File: config.mk
export PLATFORM = sky130hd
export DESIGN_NAME = hazard_sb
export DESIGN_NICKNAME = d
export VERILOG_FILES = /design/src/rtl/hazard_pkg.sv /design/src/rtl/mdu_scoreboard.sv /design/src/rtl/hazard_sb.sv
export SDC_FILE = /design/constraint.sdc
export NUM_CORES = 1
export LEC_CHECK = 0
export ABC_CLOCK_PERIOD_IN_PS = 1700
export BUFFER_PORTS_ARGS = -buffer_cell sky130_fd_sc_hd__buf_2
export CORE_MARGIN = 1.5
export CORE_UTILIZATION = 41
export DETAILED_ROUTE_END_ITERATION = 8
export GPL_ROUTABILITY_DRIVEN = 0
export GPL_TIMING_DRIVEN = 0
export PLACE_DENSITY = 0.71
export SETUP_SLACK_MARGIN = 0.1
export SKIP_LAST_GASP = 1
export SLEW_MARGIN = 30
export SYNTH_ARGS = -nofsm -noshare
export SYNTH_HDL_FRONTEND = slang
export SYNTH_SLANG_ARGS = --single-unit
File: constraint.sdc
create_clock -name clk -period 1.7 [get_ports clk]
set_input_delay 0.085 -clock clk [delete_from_list [all_inputs] [get_ports clk]]
set_output_delay 0.085 -clock clk [all_outputs]
set_load 0.02 [all_outputs]
File: src/rtl/hazard_pkg.sv
// rtl/hazard_pkg.sv - shared encodings for the pipeline hazard unit
package hazard_pkg;

    localparam logic [1:0] FWD_NONE = 2'b00;
    localparam logic [1:0] FWD_W    = 2'b01;
    localparam logic [1:0] FWD_M    = 2'b10;

    typedef enum logic [1:0] {
        IDLE = 2'd0,
        BUSY = 2'd1,
        WB   = 2'd2
    } mdu_state_t;

endpackage

File: src/rtl/mdu_scoreboard.sv
// rtl/mdu_scoreboard.sv - per-register busy scoreboard and MDU latency FSM
module mdu_scoreboard
    import hazard_pkg::*;
#(
    parameter int NREG    = 32,
    parameter int RW      = $clog2(NREG),
    parameter int MDU_LAT = 8,
    parameter int CW      = $clog2(MDU_LAT + 1)
) (
    input  logic          clk,
    input  logic          rst,
    input  logic [RW-1:0] rsD,
    input  logic [RW-1:0] rtD,
    input  logic [RW-1:0] writeregD,
    input  logic          regwriteD,
    input  logic          mduD,
    input  logic [RW-1:0] writeregE,
    input  logic          mdu_startE,
    input  logic          predict_wrong,
    input  logic          regwriteW,
    output logic          rawstall,
    output logic          wawstall,
    output logic          structstall,
    output logic          mdu_wb,
    output logic [RW-1:0] mdu_wb_reg,
    output logic          mdu_busy
);

    mdu_state_t      state;
    logic [CW-1:0]   cnt;
    logic [NREG-1:0] busy;

    always_ff @(posedge clk or posedge rst) begin
        if (rst) begin
            state      <= IDLE;
            cnt        <= '0;
            busy       <= '0;
            mdu_wb_reg <= '0;
        end else begin
            case (state)
                IDLE: begin
                    if (mdu_startE && !predict_wrong) begin
                        cnt        <= CW'(MDU_LAT - 1);
                        mdu_wb_reg <= writeregE;
                        if (writeregE != '0)
                            busy[writeregE] <= 1'b1;
                        state <= BUSY;
                    end
                end
                // Leave BUSY one count early so WB lands MDU_LAT cycles after issue;
                // MDU_LAT=1 still spends its single BUSY cycle.
                BUSY: begin
                    if (cnt == '0 || cnt == CW'(1))
                        state <= WB;
                    if (cnt != '0)
                        cnt <= cnt - CW'(1);
                end
                WB: begin
                    if (!regwriteW) begin
                        busy[mdu_wb_reg] <= 1'b0;
                        state            <= IDLE;
                    end
                end
                default: state <= IDLE;
            endcase
        end
    end

    assign mdu_busy    = (state != IDLE);
    assign mdu_wb      = (state == WB) && !regwriteW;
    assign rawstall    = ((rsD != '0) && busy[rsD]) || ((rtD != '0) && busy[rtD]);
    assign wawstall    = regwriteD && (writeregD != '0) && busy[writeregD];
    assign structstall = mduD && ((state != IDLE) || mdu_startE);

endmodule

File: src/rtl/hazard_sb.sv
// rtl/hazard_sb.sv - 5-stage hazard unit: forwarding, stalls, flushes, MDU write-back grant
module hazard_sb
    import hazard_pkg::*;
#(
    parameter int NREG    = 32,
    parameter int RW      = $clog2(NREG),
    parameter int MDU_LAT = 8,
    parameter int CW      = $clog2(MDU_LAT + 1)
) (
    input  logic          clk,
    input  logic          rst,
    input  logic [RW-1:0] rsD,
    input  logic [RW-1:0] rtD,
    input  logic [RW-1:0] writeregD,
    input  logic          regwriteD,
    input  logic          mduD,
    input  logic [RW-1:0] rsE,
    input  logic [RW-1:0] rtE,
    input  logic [RW-1:0] writeregE,
    input  logic          regwriteE,
    input  logic          memtoregE,
    input  logic          mdu_startE,
    input  logic [RW-1:0] writeregM,
    input  logic [RW-1:0] writeregW,
    input  logic          regwriteM,
    input  logic          regwriteW,
    input  logic          predict_wrong,
    output logic [1:0]    forwardAE,
    output logic [1:0]    forwardBE,
    output logic          stallF,
    output logic          stallD,
    output logic          flushD,
    output logic          flushE,
    output logic          mdu_wb,
    output logic [RW-1:0] mdu_wb_reg,
    output logic          mdu_busy
);

    logic       lwstall, rawstall, wawstall, structstall, stall;
    logic       sb_wb, sb_busy;
    logic [1:0] fwd_a, fwd_b;
    logic       unused_regwrite_e;

    assign unused_regwrite_e = regwriteE;

    mdu_scoreboard #(
        .NREG(NREG), .RW(RW), .MDU_LAT(MDU_LAT), .CW(CW)
    ) u_sb (
        .clk          (clk),
        .rst          (rst),
        .rsD          (rsD),
        .rtD          (rtD),
        .writeregD    (writeregD),
        .regwriteD    (regwriteD),
        .mduD         (mduD),
        .writeregE    (writeregE),
        .mdu_startE   (mdu_startE),
        .predict_wrong(predict_wrong),
        .regwriteW    (regwriteW),
        .rawstall     (rawstall),
        .wawstall     (wawstall),
        .structstall  (structstall),
        .mdu_wb       (sb_wb),
        .mdu_wb_reg   (mdu_wb_reg),
        .mdu_busy     (sb_busy)
    );

    always_comb begin
        fwd_a = FWD_NONE;
        if (rsE != '0 && rsE == writeregM && regwriteM)
            fwd_a = FWD_M;
        else if (rsE != '0 && rsE == writeregW && regwriteW)
            fwd_a = FWD_W;

        fwd_b = FWD_NONE;
        if (rtE != '0 && rtE == writeregM && regwriteM)
            fwd_b = FWD_M;
        else if (rtE != '0 && rtE == writeregW && regwriteW)
            fwd_b = FWD_W;
    end

    assign lwstall = memtoregE && (writeregE != '0) && (rsD == writeregE || rtD == writeregE);
    assign stall   = lwstall || rawstall || wawstall || structstall;

    // Everything reads as quiet while reset is held, even with live pipeline inputs.
    always_comb begin
        forwardAE = rst ? FWD_NONE : fwd_a;
        forwardBE = rst ? FWD_NONE : fwd_b;
        stallF    = !rst && stall && !predict_wrong;
        stallD    = !rst && stall && !predict_wrong;
        flushD    = !rst && predict_wrong;
        flushE    = !rst && (predict_wrong || stall);
        mdu_wb    = !rst && sb_wb;
        mdu_busy  = !rst && sb_busy;
    end

endmodule

==> results.toml <==
[yosys]
synth-seq-cells = 43
yosysSeqAreaShare_pct = 31.9
ys_types = 56
synth-compound-area-share_pct = 18.0
syn_inst = 346
avgSynthCellArea_um2 = 9.76
synth-edff-count = 0
synth_top_family_by_area = "compound AO/OA/AOI/OAI gates"
synth-simple-area-share_pct = 17.8
synth_warnings = 0
synth-xor-area-share_pct = 8.30
synthAdderAreaFrac_pct = 0.741
syn_nets = 398
synthFlopType = "dfrtp_1"
synthArstFlopShare_pct = 100
synth.area.mux_share_pct = 18.0
syn_area_mm2 = 0.00338

[critical_path]
r2r-end = "u_sb.busy[29]"
worstSetupStartpoint = "u_sb.busy[15]"
arrival_ns = 2.21
worstSetupPathType = "flip-flop to output port"
setup.worst_path.end = "stallF"
critPathRequiredTime_ns = 1.62
worstRegToRegCells = 7
worstReg2RegStart = "u_sb.state[0]"
crit_path_max_fanout = 3
critPathLaunchType = "flip-flop"
worst_setup_path_end_kind = "output port"
reg2reg_slack_ns = 0.01

[finish]
regArea_mm2 = 0.00108
mostFrequentLayoutCells = "buf_2 (56), dfrtp_1 (42), o21ai_1 (38)"
final_common_cell = "buf_2"
nets = 485
final_area_mm2 = 0.00431
largest_register_ffs = 32
synthToLayoutAreaGrowth_pct = 27.6
drive_above_1_share_pct = 37.3
n_antenna_cell = 0
finalNonFillerCells = 536
fin_util_pct = 54.9
fillers = 692
multi_input_area_mm2 = 0.00230

[drt]
wl_um = 10100
ant_nets = 0
drt_first_pass_iters = 5
vias = 3194
wl_per_cell_um = 18.8
dr.first_iter.drc_count = 344
routed_via_density = 5.96
drc = 0

[power]
p_per_area_mw_per_mm2 = 1120
leakage_nw = 1.77
total_power_mw = 4.81
ir_drop_v = 0.000361

[place]
numPortBuffers = 52
placed_cell_area_mm2 = 0.00382
place_hpwl_um = 7350
place_ws_ns = -0.349
dp_cells = 501

[hold_path]
hold_class = "input port to flip-flop"

[clock_tree]
clk_pin_slew_worst_paths_ns = 0.07
htreeDepth = 2
clkSinkCount = 43
cts-root-buf = "clkbuf_8"
clk_latency_ns = 0.30
cts_tree = "done"
cts_buffers = 5
cts_max_path_buffers = 2

[sta]
worstMarginPinSlew_ns = 0.789
min_period_ns = 2.30
finalSetupTns_ns = -1.71
fin_skew_ns = 0.0104
finalCritPeriodShare_pct = 135
max_freq_ghz = 0.435
slew_viol_final = 0
relSlewSlack_pct = 47.2
final-hold-violation-count = 0
setup_viol = 3
grt_setup_unrepaired = "true"
fin_ws_ns = -0.600
worst_hold_slack_ns = 0.119

[floorplanning]
die_width_um = 93.7
pin_count = 65
row_count = 32
die_area_mm2 = 0.00879
core_area_mm2 = 0.00785
die_h_um = 93.7
start_util_pct = 43.0

[global_route]
grt_pass1_wl_um = 15500
grt_overflow = 0
grt_usage_pct = 23.0
grt_max_degree = 27
first_global_vias = 2986
antenna_found_initial = 0

[status]
status = "complete, but fails checks"
violations = "negative setup slack"

[job]
cap_viol_max_count = 0
kinds of logic (layout without fill, tap and decap cells):
logic type | count (synthesis) | after routing
multiplexers | 39 | 39
flip-flops | 43 | 43
AO/OA/AOI/OAI | 95 | 95
AND/OR/NAND/NOR | 108 | 108
adder cells (fa/ha/maj) | 2 | 2
XOR/XNOR | 32 | 32
buffers and inverters | 27 | 115
report_power, final:
group	internal [mW]	switching, mW
Clock	0.371	0.338
Sequential	1.39	0.474
Combinational	1.11	1.13
Total	2.87	1.95
critical path: stages (launching register included):
cell     delay (ns)
dfrtp_1        0.42
mux4_2         0.49
mux2i_2        0.22
a21oi_2        0.09
a32oi_2        0.27
a41oi_4        0.17
buf_6          0.14
buf_6          0.12
worst min path at each step:
stage	start	to	slack (ns)	depth (start not counted)
finish	regwriteW	u_sb.state[1]	0.12	3
global route	regwriteW	u_sb.state[1]	0.11	3
CTS	regwriteW	u_sb.state[1]	0.08	3
detailed placement	rst	u_sb.busy[7]	0.20	2
global placement	regwriteW	u_sb.state[1]	0.39	3
floorplan	regwriteW	u_sb.state[1]	0.20	2
repair_timing:
item | CTS | global route
hold endpoints to repair | 17 | 0
endpoints found under the setup margin | 38 | 38
setup buffers | 20 | 6
pin swaps | 23 | 28
hold buffers | 2 | 0
gates resized for setup | 54 | 29
cell usage after synthesis (9+ instances only):
cell type | count | area (um^2)
mux4_2 | 13 | 293
dfrtp_1 | 43 | 1080
nor2b_1 | 9 | 56.3
o21ai_0 | 52 | 260
xnor2_1 | 26 | 228
mux2i_1 | 18 | 180
nor2_1 | 13 | 48.8
nand3_1 | 14 | 70.1
nand2_1 | 26 | 97.6
final cells by class:
type | instances | area share (%)
Multi-Input combinational cell | 276 | 53.4
Sequential cell | 43 | 25.0
Timing Repair Buffer | 80 | 11.8
Buffer | 20 | 3.89
Tap cell | 102 | 2.96
Clock buffer | 8 | 2.32
Inverter | 7 | 0.610
layer usage:
| layer | wire length [um] | GRT usage [%] | vias to the layer above |
|---|---|---|---|
| met1 | 4400 | 30.5 | 1569 |
| met4 | 136 | 5.60 | 0 |
| met2 | 4870 | 38.6 | 130 |
| met5 | 0 | 0 | - |
| li1 | - | - | 1481 |
| met3 | 651 | 4.37 | 14 |
Power figures use the tool's default switching activity.
